File: src/rtl/tube_display_ctrl.sv
// Binary-to-BCD sequencer for the digital_tube driver: accepts a value, runs a
// double-dabble conversion, then loads digits, blank mask and overflow atomically.
module tube_display_ctrl #(
    parameter int VAL_W      = 14,
    parameter bit BLANK_ZERO = 1'b1
) (
    input  logic             clk,
    input  logic             rstn,
    input  logic             in_valid,
    output logic             in_ready,
    input  logic [VAL_W-1:0] in_value,
    output logic             en,
    output logic [3:0]       single_digit,
    output logic [3:0]       ten_digit,
    output logic [3:0]       hundred_digit,
    output logic [3:0]       kilo_digit,
    output logic [3:0]       blank,
    output logic             ovf,
    output logic             busy
);

    // state | meaning
    // IDLE  | waiting for a value, in_ready high
    // SHIFT | one double-dabble step per cycle, VAL_W steps
    // LOAD  | copy accumulator to the display outputs
    typedef enum logic [1:0] {IDLE, SHIFT, LOAD} state_t;

    localparam int              CNT_W   = 5;
    localparam logic [VAL_W-1:0] SAT_VAL = VAL_W'(9999);

    state_t             state_q, state_d;
    logic [VAL_W-1:0]   bin_q, bin_d;
    logic [15:0]        bcd_q, bcd_d;
    logic [CNT_W-1:0]   cnt_q, cnt_d;
    logic               ovf_pend_q, ovf_pend_d;
    logic [15:0]        digits_q, digits_d;
    logic [3:0]         blank_q, blank_d;
    logic               ovf_q, ovf_d;
    logic               en_q, en_d;
    logic [3:0]         blank_calc;

    function automatic logic [3:0] adj_nib(input logic [3:0] n);
        return (n >= 4'd5) ? n + 4'd3 : n;
    endfunction

    always_comb begin
        blank_calc = 4'b0000;
        if (BLANK_ZERO) begin
            blank_calc[3] = (bcd_q[15:12] == 4'd0);
            blank_calc[2] = blank_calc[3] && (bcd_q[11:8] == 4'd0);
            blank_calc[1] = blank_calc[2] && (bcd_q[7:4] == 4'd0);
        end
    end

    always_comb begin
        state_d    = state_q;
        bin_d      = bin_q;
        bcd_d      = bcd_q;
        cnt_d      = cnt_q;
        ovf_pend_d = ovf_pend_q;
        digits_d   = digits_q;
        blank_d    = blank_q;
        ovf_d      = ovf_q;
        en_d       = en_q;
        case (state_q)
            IDLE: begin
                if (in_valid) begin
                    if (in_value > SAT_VAL) begin
                        bin_d      = SAT_VAL;
                        ovf_pend_d = 1'b1;
                    end else begin
                        bin_d      = in_value;
                        ovf_pend_d = 1'b0;
                    end
                    bcd_d   = 16'd0;
                    cnt_d   = '0;
                    state_d = SHIFT;
                end
            end
            SHIFT: begin
                // Saturated input never exceeds 9999, so nothing shifts out of the top nibble.
                bcd_d = 16'({adj_nib(bcd_q[15:12]), adj_nib(bcd_q[11:8]),
                             adj_nib(bcd_q[7:4]), adj_nib(bcd_q[3:0]), bin_q[VAL_W-1]});
                bin_d = {bin_q[VAL_W-2:0], 1'b0};
                cnt_d = cnt_q + CNT_W'(1);
                if (cnt_q == CNT_W'(VAL_W - 1)) begin
                    state_d = LOAD;
                end
            end
            LOAD: begin
                digits_d = bcd_q;
                blank_d  = blank_calc;
                ovf_d    = ovf_pend_q;
                en_d     = 1'b1;
                state_d  = IDLE;
            end
            default: state_d = IDLE;
        endcase
    end

    always_ff @(posedge clk) begin
        if (!rstn) begin
            state_q    <= IDLE;
            bin_q      <= '0;
            bcd_q      <= 16'd0;
            cnt_q      <= '0;
            ovf_pend_q <= 1'b0;
            digits_q   <= 16'd0;
            blank_q    <= 4'b1110;
            ovf_q      <= 1'b0;
            en_q       <= 1'b0;
        end else begin
            state_q    <= state_d;
            bin_q      <= bin_d;
            bcd_q      <= bcd_d;
            cnt_q      <= cnt_d;
            ovf_pend_q <= ovf_pend_d;
            digits_q   <= digits_d;
            blank_q    <= blank_d;
            ovf_q      <= ovf_d;
            en_q       <= en_d;
        end
    end

    assign in_ready      = (state_q == IDLE);
    assign busy          = !in_ready;
    assign en            = en_q;
    assign kilo_digit    = digits_q[15:12];
    assign hundred_digit = digits_q[11:8];
    assign ten_digit     = digits_q[7:4];
    assign single_digit  = digits_q[3:0];
    assign blank         = blank_q;
    assign ovf           = ovf_q;

endmodule

File: config.mk
export PLATFORM = sky130hd
export DESIGN_NAME = tube_display_ctrl
export DESIGN_NICKNAME = d
export VERILOG_FILES = /design/src/rtl/tube_display_ctrl.sv
export SDC_FILE = /design/constraint.sdc
export NUM_CORES = 1
export LEC_CHECK = 0
export BUFFER_PORTS_ARGS = -buffer_cell sky130_fd_sc_hd__clkbuf_2
export CAP_MARGIN = 10
export CELL_PAD_IN_SITES_DETAIL_PLACEMENT = 1
export CELL_PAD_IN_SITES_GLOBAL_PLACEMENT = 1
export CORE_MARGIN = 5
export CORE_UTILIZATION = 23
export CTS_CLUSTER_SIZE = 10
export DETAILED_ROUTE_END_ITERATION = 16
export PLACE_DENSITY_LB_ADDON = 0.1
export SETUP_SLACK_MARGIN = 0.4
export SLEW_MARGIN = 5
export SYNTH_ARGS = -nofsm -noshare
export SYNTH_HDL_FRONTEND = slang
export SYNTH_SLANG_ARGS = --single-unit
File: constraint.sdc
create_clock -name clk -period 1.6 [get_ports clk]
set_input_delay 0 -clock clk [delete_from_list [all_inputs] [get_ports clk]]
set_output_delay 0 -clock clk [all_outputs]
set_load 0.03 [all_outputs]
* Yosys cells after proc, flatten, opt, wreduce, memory -nomap -nowiden
Index checks and enable logic that the tools add are counted.
Cells by class: add/sub/neg operators 5, $lt $le $gt $ge 5, equal/unequal tests 5, muxes and demuxes 15, reduce and logical (&&, ||, !) cells 11
Operators with widths (number):
- $pmux W16 S2 | 1
- $mux W14 | 2
- $pmux W14 S2 | 1
- $ge A4 B3 Y1 const B | 4
- $mux W16 | 1
- $gt A14 B14 Y1 const B | 1
- $add A4 B2 Y4 const B | 3
- $logic_not A4 Y1 | 3
- $mux W4 | 3
- $pmux W5 S2 | 1
- $reduce_and A2 Y1 | 3
- $add A5 B1 Y5 const B | 1
- $eq A5 B4 Y1 const B | 1
- $mux W5 | 1
- $mux W2 | 2
- $ne A2 B2 Y1 const B | 2
- $pmux W2 S2 | 1
- $add A3 B2 Y3 const B | 1
- $mux W3 | 1
- $eq A2 B1 Y1 const B | 1
- $eq A2 B2 Y1 const B | 1
- $logic_and A1 B1 Y1 | 2
- $logic_not A2 Y1 | 1
- $reduce_bool A2 Y1 | 1
- other kinds (2) | 2
Storage, ports and cells: register bits 59, bits of input ports 17, output and inout bits 24, logic and storage cells 50

* Depth between registers and ports, before layout
Gate-level depths: netlist of the first run.
depth after elaboration 4, gate-level depth with buffers 6, gate-level depth less buffers 6

* Worst setup path before layout of the first run
Ideal clock, no wire load.
path type reg2reg, from register bcd_q[12], to register blank_q[1] (netlist: blank[1]), setup time 0.061 ns, arrival 1.433 ns, required time 1.539 ns, setup slack 0.106 ns, stages on the path, launching flop included 7, path buffers 0, period minus slack after synthesis 1.494 ns, cell sequence dfxtp_1 inv_1 ha_1 or3b_1 nor4b_2 a32oi_1 nand2_1
On the way: longest elaborated chain between the ends 3
RTL lines:
- from (decl) | line 33 | logic [15:0] bcd_q, bcd_d;
- from (signal assigned) | line 105 | bcd_q <= 16'd0;
- from (signal assigned) | line 115 | bcd_q <= bcd_d;
- $logic_not A4 Y1 | line 49 | blank_calc[3] = (bcd_q[15:12] == 4'd0);
- $logic_and A1 B1 Y1 | line 50 | blank_calc[2] = blank_calc[3] && (bcd_q[11:8] == 4'd0);
- $logic_and A1 B1 Y1 | line 51 | blank_calc[1] = blank_calc[2] && (bcd_q[7:4] == 4'd0);
- to (signal assigned) | line 119 | blank_q <= blank_d;
- to (decl) | line 37 | logic [3:0] blank_q, blank_d;
Every way passes these cells. A chain may end at the register's enable or synchronous reset.

* Worst setup path in the final report of the first run
from register bcd_q[13], to register bcd_q[14]
On the way: longest elaborated chain between the ends 3, elaborated cells on any way between the ends 4, classes of those cells add/sub: 1; order compare: 1; mux: 2
RTL lines:
- $ge A4 B3 Y1 / $add A3 B2 Y3 (equally long branches) | line 43 | return (n >= 4'd5) ? n + 4'd3 : n;
- $mux W3 * | line 43
- $pmux W16 S2 * | line 65 | case (state_q)
Mark *: on every way between the ends. The rest lies on a longest branch, timed or not.

==> results of run 1 <==
-- what timing repair did --
action / CTS / global route
gates resized for setup: 82 / 79
endpoints found under the setup margin: 60 / 59
buffers inserted: 38 / 13
pin swaps: 28 / 39
endpoints found under the hold margin: 13 / 1
gates cloned: 4 / 1
-- registers in the layout, indices dropped and copies added, names as in the netlist --
signal and count:
bcd_q 16, bin_q 14, blank 3, cnt_q 5
digits_q 16, en 1, ovf 1, ovf_pend_q 1
state_q 2
-- synthesized netlist by cell type, drive strengths merged --
| cell type | n |
|---|---|
| dfxtp | 59 |
| nand2 | 53 |
| a21boi | 22 |
| o21ai | 19 |
| nor2 | 17 |
| inv | 13 |
| ha | 12 |
| a21oi | 11 |
| buf | 11 |
| nor2b | 11 |
| nor3 | 9 |
| nand3 | 8 |
| nand2b | 7 |
| o21a | 7 |
| a222oi | 6 |
| clkbuf | 6 |
| o221ai | 6 |
| mux2 | 4 |
| xnor2 | 4 |
| o211ai | 3 |
| and2 | 2 |
| and3 | 2 |
| nand4 | 2 |
| or3b | 2 |
| a211oi | 1 |
| a32oi | 1 |
| and3b | 1 |
| and4 | 1 |
| conb | 1 |
| nand4b | 1 |
| nor3b | 1 |
| nor4b | 1 |
| o21bai | 1 |
| o221a | 1 |
| o31ai | 1 |
| o41a | 1 |
| or2 | 1 |
| xor2 | 1 |
-- power breakdown --
group / switching, mW / internal [mW]
registers: 0.0322 / 1.50
logic: 0.214 / 0.256
clock network: 0.643 / 1.03
-- cell type report --
cell class / count / area (sq um) / area share (%)
Tap cell: 143 / 179 / 3.80
Multi-Input combinational cell: 221 / 1840 / 39.0
Clock buffer: 14 / 244 / 5.18
Timing Repair Buffer: 125 / 1180 / 25.0
Inverter: 13 / 66.3 / 1.41
Sequential cell: 59 / 1210 / 25.6
-- worst reg2reg max path, stage by stage, from the launching register on --
cell	delay [ns]
dfxtp_2	0.34
inv_2	0.06
buf_4	0.13
ha_1	0.17
nand2b_4	0.14
a21oi_4	0.16
mux2_4	0.32
o21ai_2	0.12
-- placed cells by master, fill, tap and decap left out, drive strengths merged, types with 7 or more instances in the layout --
master / instances
nand2: 53
clkbuf: 53
dfxtp: 59
buf: 73
nor3: 9
nand2b: 7
o21a: 7
o21ai: 19
nand3: 8
inv: 13
ha: 12
a21oi: 11
a21boi: 22
dlygate4sd3: 13
nor2b: 11
nor2: 17
-- through the flow --
step | setup slack (ns) | instances | area [sq um]
final | 0.108 | 575 | 4710
after global routing | 0.0444 | 575 | 4710
after CTS | 0.155 | 561 | 4330
after detailed placement | 0.110 | 492 | 3300
after global placement | 0.139 | 492 | 3300
after floorplan | 0.243 | 310 | 2850
-- worst paths after layout --
check	startpoint	to	slack (ns)	cells past startpoint
hold / removal	rstn	bcd_q[12]	-0.01	2
setup reg to reg	bcd_q[13]	bcd_q[14]	0.11	7
setup / recovery	bcd_q[13]	bcd_q[14]	0.11	7
hold reg to reg	ovf	ovf	0.45	2
-- per-layer routing --
metal  vias up  routed length [um]  global-route usage (%)
li1       1318                   -                       -
met1      1301                3950                    15.1
met2        46                4820                    23.6
met3        10                 373                    4.92
met4         0                 142                    4.49
met5         -                   0                       0
-- kinds of logic after synthesis --
| family | after synthesis | synth area share, % |
|---|---|---|
| adder cells (fa/ha/maj) | 12 | 5.52 |
| AND/OR/NAND/NOR | 119 | 22.0 |
| multiplexers | 4 | 1.66 |
| AO/OA/AOI/OAI | 80 | 20.5 |
| XOR/XNOR | 5 | 1.61 |
| buffers and inverters | 30 | 5.11 |
| other | 1 | 0.138 |
| flip-flops | 59 | 43.4 |
==> impl_metrics.toml, run 1 <==
[cts]
cts.hold.buffers_added = 13
clk_path_buf_depth = 2
clk_pin_slew_ns = 0.05
cts_num_sinks = 59
cts_made_buffers = 9
cts_tree = "done"
clock_tree.root_cell = "clkbuf_16"
clk_latency_ns = 0.33
h-tree-depth = 3

[routing]
route.detailed.vias_per_inst = 4.65
wl_um = 9290
detail_route.drc_violations = 0
dr_vias = 2675
wl_per_cell_um = 16.2
drt_pass1_iterations = 4
ant_nets = 0
first_iter_violations = 83

[timing]
timing_hold_violations_final = 1
worst_hold_slack_ns = -0.0111
fin_skew_ns = 0.00469
min_period_over_period_pct = 93.3
setup_violations = 0
setup_tns_ns = 0
finalCriticalPeriod_ns = 1.49
grt_setup_unrepaired = "true"
max_freq_ghz = 0.670
timing_max_transition_violations_final = 0

[synthesis]
synth_sequential_area_ratio_pct = 43.4
number_of_flip_flops_and_latches_in_the_synthesized_netlist = 59
synth_top_area_share_pct = 43.4
synth_top_cells_by_area = "dfxtp_1 43%, nand2_1 7.3%, a21boi_0 6.1%"
synth_area_per_cell_sq_um = 8.77
post_synth_instance_area_sq_mm = 0.00272
synth-warning-count = 0
syn_inst = 310
synth_fp_nets = 339
synth_largest_area_cell = "dfxtp_1"
netlist-cell-type-count = 43

[layout]
num_antenna_cells = 0
drive_gt1_share_pct = 49.1
synthToLayoutAreaGrowth_pct = 73.4
fin_util_pct = 40.9
finish.net_count = 458
nFillCells = 1297

[critical_path]
worst-setup-path-type = "reg -> reg"
standard_cell_with_the_maximum_stage_delay_on_the_critical_path = "dfxtp_2"
worst_path_largest_cell_delay_ns = 0.34
crit_path_cells = "inv_2, buf_4, ha_1, nand2b_4, a21oi_4, mux2_4, o21ai_2"
worstPathRequired_ns = 1.87
critical_path.top_delay_family = "flip-flops"
capturing_element_type_of_the_critical_path = "register"
buffers_and_inverters_on_the_worst_path = 2
crit_path_max_fanout = 2
cp-start-kind = "register"
critPathArrivalTime_ns = 1.77

[pwr]
power.density_cell_area_mw_per_mm2 = 780
p_total_mw = 3.68
leakagePower_nw = 1.96
worst_ir_drop_vdd_v = 0.000512

[die]
die_area_sq_mm = 0.0141
effective_utilization_at_floorplan_pct = 23.6
die_width_um = 119
io_pins = 41
std_cell_rows = 39
die_y_um = 119
floorplan.core_area_sq_mm = 0.0115

[global_route]
grt_first_pass_wirelength_um = 14900
initial_antenna_violation_count = 0
vias_in_the_first_global_route = 2845
grt_overflow = 0
globalRouteTotalUtil_pct = 13.5
largest_net_degree_at_the_start_of_global_routing = 35

[placed_design]
place_hpwl_um = 5500
routabilityCongestion = 0.756
port-buffer-count = 39

[hold_path]
hold_path.class = "in -> reg"

[flow_run]
drv.max_cap_violation_count = 0

[status]
status = "finished, violations left"
violations = "negative hold slack"
No activity file was read; power rests on OpenSTA's default activity.
==> run 2: changes to the inputs <==
--- a/config.mk
+++ b/config.mk
@@ -10,7 +10,7 @@
 export CELL_PAD_IN_SITES_DETAIL_PLACEMENT = 1
 export CELL_PAD_IN_SITES_GLOBAL_PLACEMENT = 1
 export CORE_MARGIN = 5
-export CORE_UTILIZATION = 23
+export CORE_UTILIZATION = 25
 export CTS_CLUSTER_SIZE = 10
 export DETAILED_ROUTE_END_ITERATION = 16
 export PLACE_DENSITY_LB_ADDON = 0.1
==> run 2 against run 1 <==
  * Design area decreased by 5.4%
  * Largest power group is now registers
  * Count of clock-buffer cells in the layout fell by 3
  * Register-to-register slack is essentially flat
  * Power shrank 9.0%
  * Critical endpoint is now blank[1]
  * Largest cell class unchanged
  * Global-route usage rose by 0.089 points
  * Clock power fell by 18%
  * Sequential power hardly changed
  * Combinational power decreased by 4.7%
  * The flow now finishes without violations
  * Highest routed layer unchanged
==> impl_metrics.toml, run 2 (same netlist as run 1, synthesis figures left out) <==
[global_route]
vias_in_the_first_global_route = 2763
grt_overflow = 0
initial_antenna_violation_count = 0
globalRouteTotalUtil_pct = 13.5
grt_first_pass_wirelength_um = 13900
largest_net_degree_at_the_start_of_global_routing = 28

[timing]
setup_violations = 0
timing_hold_violations_final = 0
setup_tns_ns = 0
min_period_over_period_pct = 93.7
fin_skew_ns = 0.00982
worst_hold_slack_ns = 0.120
timing_max_transition_violations_final = 0
grt_setup_unrepaired = "true"
max_freq_ghz = 0.667
finalCriticalPeriod_ns = 1.50

[die]
std_cell_rows = 38
die_area_sq_mm = 0.0131
die_y_um = 114
io_pins = 41
die_width_um = 114
effective_utilization_at_floorplan_pct = 25.3
floorplan.core_area_sq_mm = 0.0107

[pwr]
worst_ir_drop_vdd_v = 0.000331
power.density_cell_area_mw_per_mm2 = 751
leakagePower_nw = 1.73

[critical_path]
capturing_element_type_of_the_critical_path = "register"
crit_path_max_fanout = 2
cp-start-kind = "register"
worst-setup-path-type = "reg -> reg"
critPathArrivalTime_ns = 1.79
worstPathRequired_ns = 1.89
r2r_setup_slack_ns = 0.10

[layout]
num_antenna_cells = 0
fin_util_pct = 41.5
synthToLayoutAreaGrowth_pct = 64.0
nFillCells = 1268
finish.net_count = 442
mostFrequentLayoutCell = "dfxtp_1"
drive_gt1_share_pct = 49.8
layout.cells.most_common_list = "48 x dfxtp_1, 41 x nand2_1, 37 x clkbuf_2"
top_regs = "bcd_q x16, digits_q x16, bin_q x14"

[routing]
drt_pass1_iterations = 4
ant_nets = 0
first_iter_violations = 56
detail_route.drc_violations = 0
wl_per_cell_um = 15.9
route.detailed.vias_per_inst = 4.66
dr_vias = 2598
wl_um = 8880

[status]
status = "finished, final reports clean"

[cts]
clk_path_buf_depth = 2
cts_tree = "done"
clk_latency_ns = 0.34
clk_pin_slew_ns = 0.07
h-tree-depth = 3
cts_num_sinks = 59
clock_tree.root_cell = "clkbuf_8"
cts_made_buffers = 9

[hold_path]
hold_path.class = "in -> reg"

[placed_design]
place_hpwl_um = 5410
routabilityCongestion = 0.789
port-buffer-count = 39

[flow_run]
drv.max_cap_violation_count = 0
-- run 2: stage by stage --
step,power [mW],cells,instance area (sq um),worst slack [ns]
floorplan,1.74,310,2850,0.243
CTS,3.32,546,4010,0.106
global route,3.51,558,4460,0.0274
finish,3.35,558,4460,0.101
global placement,1.85,490,3270,0.113
detailed placement,1.85,490,3270,0.107
-- run 2: power breakdown --
part	switching (mW)	total, mW	internal (mW)
Clock	0.613	1.37	0.754
Sequential	0.0335	1.53	1.50
Combinational	0.216	0.448	0.233
-- run 2: final timing paths --
path,to,cells after the start,start
max,blank[1],6,bcd_q[12]
min,bin_q[12],4,in_value[13]
max reg2reg,blank[1],6,bcd_q[12]
min reg2reg,digits_q[9],2,digits_q[9]
-- run 2: per-layer routing --
layer  vias up  global-route usage, %  wire length (um)
li1       1288                      -                 -
met4         0                   5.78               204
met3        15                   2.38               207
met5         -                      0                 0
met2        42                   23.5              4480
met1      1253                   16.4              3990
-- run 2: timing repair --
item                       in CTS  in global routing
gates cloned                    2                  3
setup endpoints to repair      60                 59
hold endpoints to repair       13                  0
resized for setup              62                 98
setup buffers                  25                  9
pin swaps                      24                 45
hold buffers                   13                  0
-- run 2: critical path, cell delays in order (launching register included) --
cell and delay (ns):
dfxtp_4 0.35, inv_4 0.06, ha_4 0.13, or3b_4 0.40
nor4b_4 0.31, a32oi_1 0.14, nand2_1 0.06
-- run 2: cell type report --
class / count / area [sq um] / area share [%]
Sequential cell: 59 / 1210 / 27.1
Timing Repair Buffer: 109 / 963 / 21.6
Multi-Input combinational cell: 221 / 1860 / 41.7
Inverter: 13 / 58.8 / 1.32
Clock inverter: 5 / 52.6 / 1.18
Tap cell: 140 / 175 / 3.93
Clock buffer: 11 / 141 / 3.17
==> run 3: changes to the inputs <==
--- a/config.mk
+++ b/config.mk
@@ -19,3 +19,4 @@
 export SYNTH_ARGS = -nofsm -noshare
 export SYNTH_HDL_FRONTEND = slang
 export SYNTH_SLANG_ARGS = --single-unit
+export TNS_END_PERCENT = 10
==> constraint.sdc (replaced) <==
create_clock -name clk -period 1.2 [get_ports clk]
set_input_delay 0 -clock clk [delete_from_list [all_inputs] [get_ports clk]]
set_output_delay 0 -clock clk [all_outputs]
set_load 0.03 [all_outputs]
==> run 3 against run 2 <==
  * Via count increased by 0.62%
  * The flow now finishes with violations (negative setup slack)
  * Clock skew increased by 0.0032 ns
  * Design area increased by 1.7%
  * Hold slack got worse by 0.019 ns
  * Sequential share of layout area decreased by 0.11 points
  * First-iteration DRC count increased by 27%
  * Sequential power increased by 33%
  * Largest cell class unchanged
  * Wire length decreased by 5.6%
  * Largest power group unchanged
  * Clock power increased by 38%
  * Final cell count increased by 2.9%
  * Count of clock-buffer cells in the layout decreased by 2
==> impl_metrics.toml, run 3 (same netlist as run 1, synthesis figures left out) <==
[status]
status = "finished, violations left"
violations = "negative setup slack"

[global_route]
vias_in_the_first_global_route = 2825
grt_first_pass_wirelength_um = 13900
largest_net_degree_at_the_start_of_global_routing = 25
grt_overflow = 0
globalRouteTotalUtil_pct = 13.4
initial_antenna_violation_count = 0

[placed_design]
dpl_cell_area_sq_mm = 0.00358
port-buffer-count = 39
routabilityCongestion = 0.760
placed_cells_incl_taps = 536
place_hpwl_um = 6140

[critical_path]
worstPathRequired_ns = 1.48
cp-start-kind = "register"
worst-setup-path-type = "reg -> reg"
crit_path_max_fanout = 2
critPathArrivalTime_ns = 1.74
capturing_element_type_of_the_critical_path = "register"
r2r_cells = 7

[die]
die_y_um = 114
io_pins = 41
die_width_um = 114
std_cell_rows = 38
floorplan.core_area_sq_mm = 0.0107
effective_utilization_at_floorplan_pct = 25.3
die_area_sq_mm = 0.0131

[cts]
cts_tree = "done"
clk_latency_ns = 0.35
clk_path_buf_depth = 2
clock_tree.root_cell = "clkbuf_8"
h-tree-depth = 3
cts_num_sinks = 59
cts_made_buffers = 9
clk_pin_slew_ns = 0.08

[layout]
mostFrequentLayoutCell = "buf_4"
num_antenna_cells = 0
register_area_sq_mm = 0.00123
nFillCells = 1238
final-instance-count-excl-fill = 574
multi_input_logic_area_sq_mm = 0.00172
top_regs = "bcd_q x16, digits_q x16, bin_q x14"
finish.net_count = 458
layout.cells.most_common_list = "57 x buf_4, 50 x nand2_1, 31 x dfxtp_1"
drive_gt1_share_pct = 50.5
finish.instance_area_sq_mm = 0.00454
synthToLayoutAreaGrowth_pct = 66.8

[routing]
detail_route.drc_violations = 0
dr_vias = 2614
wl_um = 8390
wl_per_cell_um = 14.6
drt_pass1_iterations = 5
route.detailed.vias_per_inst = 4.55
ant_nets = 0
first_iter_violations = 71

[timing]
setup_tns_ns = -2.48
min_period_over_period_pct = 121
timing_max_transition_violations_final = 0
grt_setup_unrepaired = "true"
timing_hold_violations_final = 0
worst_hold_slack_ns = 0.101
max_freq_ghz = 0.687
fin_skew_ns = 0.0130
finalCriticalPeriod_ns = 1.45
post-route-worst-setup-slack_ns = -0.255
setup_violations = 27

[flow_run]
drv.max_cap_violation_count = 0

[pwr]
p_total_mw = 4.44
worst_ir_drop_vdd_v = 0.000626
power.density_cell_area_mw_per_mm2 = 980
leakagePower_nw = 1.80

[hold_path]
holdPathStages = 3
hold_path.class = "in -> reg"
[run 3: final timing paths]
kind | start | to | slack (ns)
min | rstn | blank[2] | 0.10
max | bcd_q[13] | bcd_q[14] | -0.25
max reg2reg | bcd_q[13] | bcd_q[14] | -0.25
min reg2reg | bin_q[13] | bcd_q[0] | 0.45
[run 3: worst max-delay path, cell delays in order, from the launching register on]
cell and delay (ns):
dfxtp_2 0.34, inv_2 0.05, buf_4 0.13, ha_2 0.15, nand2b_4 0.14, a21oi_4 0.14, mux2_4 0.31, o21ai_1 0.12
[run 3: area by class of cell]
type / instances / area share [%]
flip-flops and latches: 59 / 27.0
clock buffers: 9 / 2.73
multi-input cells: 221 / 37.9
well taps: 140 / 3.86
repair buffers: 125 / 25.5
inverters: 13 / 1.24
clock inverters: 7 / 1.71
[run 3: layer usage]
metal	vias up	global-route usage, %	routed length (um)
met3	13	3.70	290
met2	36	23.8	4330
met1	1248	15.7	3640
li1	1317	-	-
met5	-	0	0
met4	0	4.04	127
[run 3: through the flow]
step	util (%)	worst slack, ns
floorplan	-	-0.157
global placement	33.3	-0.186
detailed placement	33.3	-0.261
CTS	39.4	-0.257
global route	42.2	-0.343
finish	42.2	-0.255
[run 3: power breakdown]
part | internal [mW] | switching (mW)
logic | 0.274 | 0.247
clock network | 0.972 | 0.915
registers | 2.00 | 0.0364
total | 3.25 | 1.20
[run 3: what timing repair did]
item	4_1_cts	5_1_grt
endpoints found under the setup margin	82	82
hold buffers	13	0
endpoints found under the hold margin	13	0
pin swaps	9	22
setup buffers	4	5
gates resized for setup	96	79
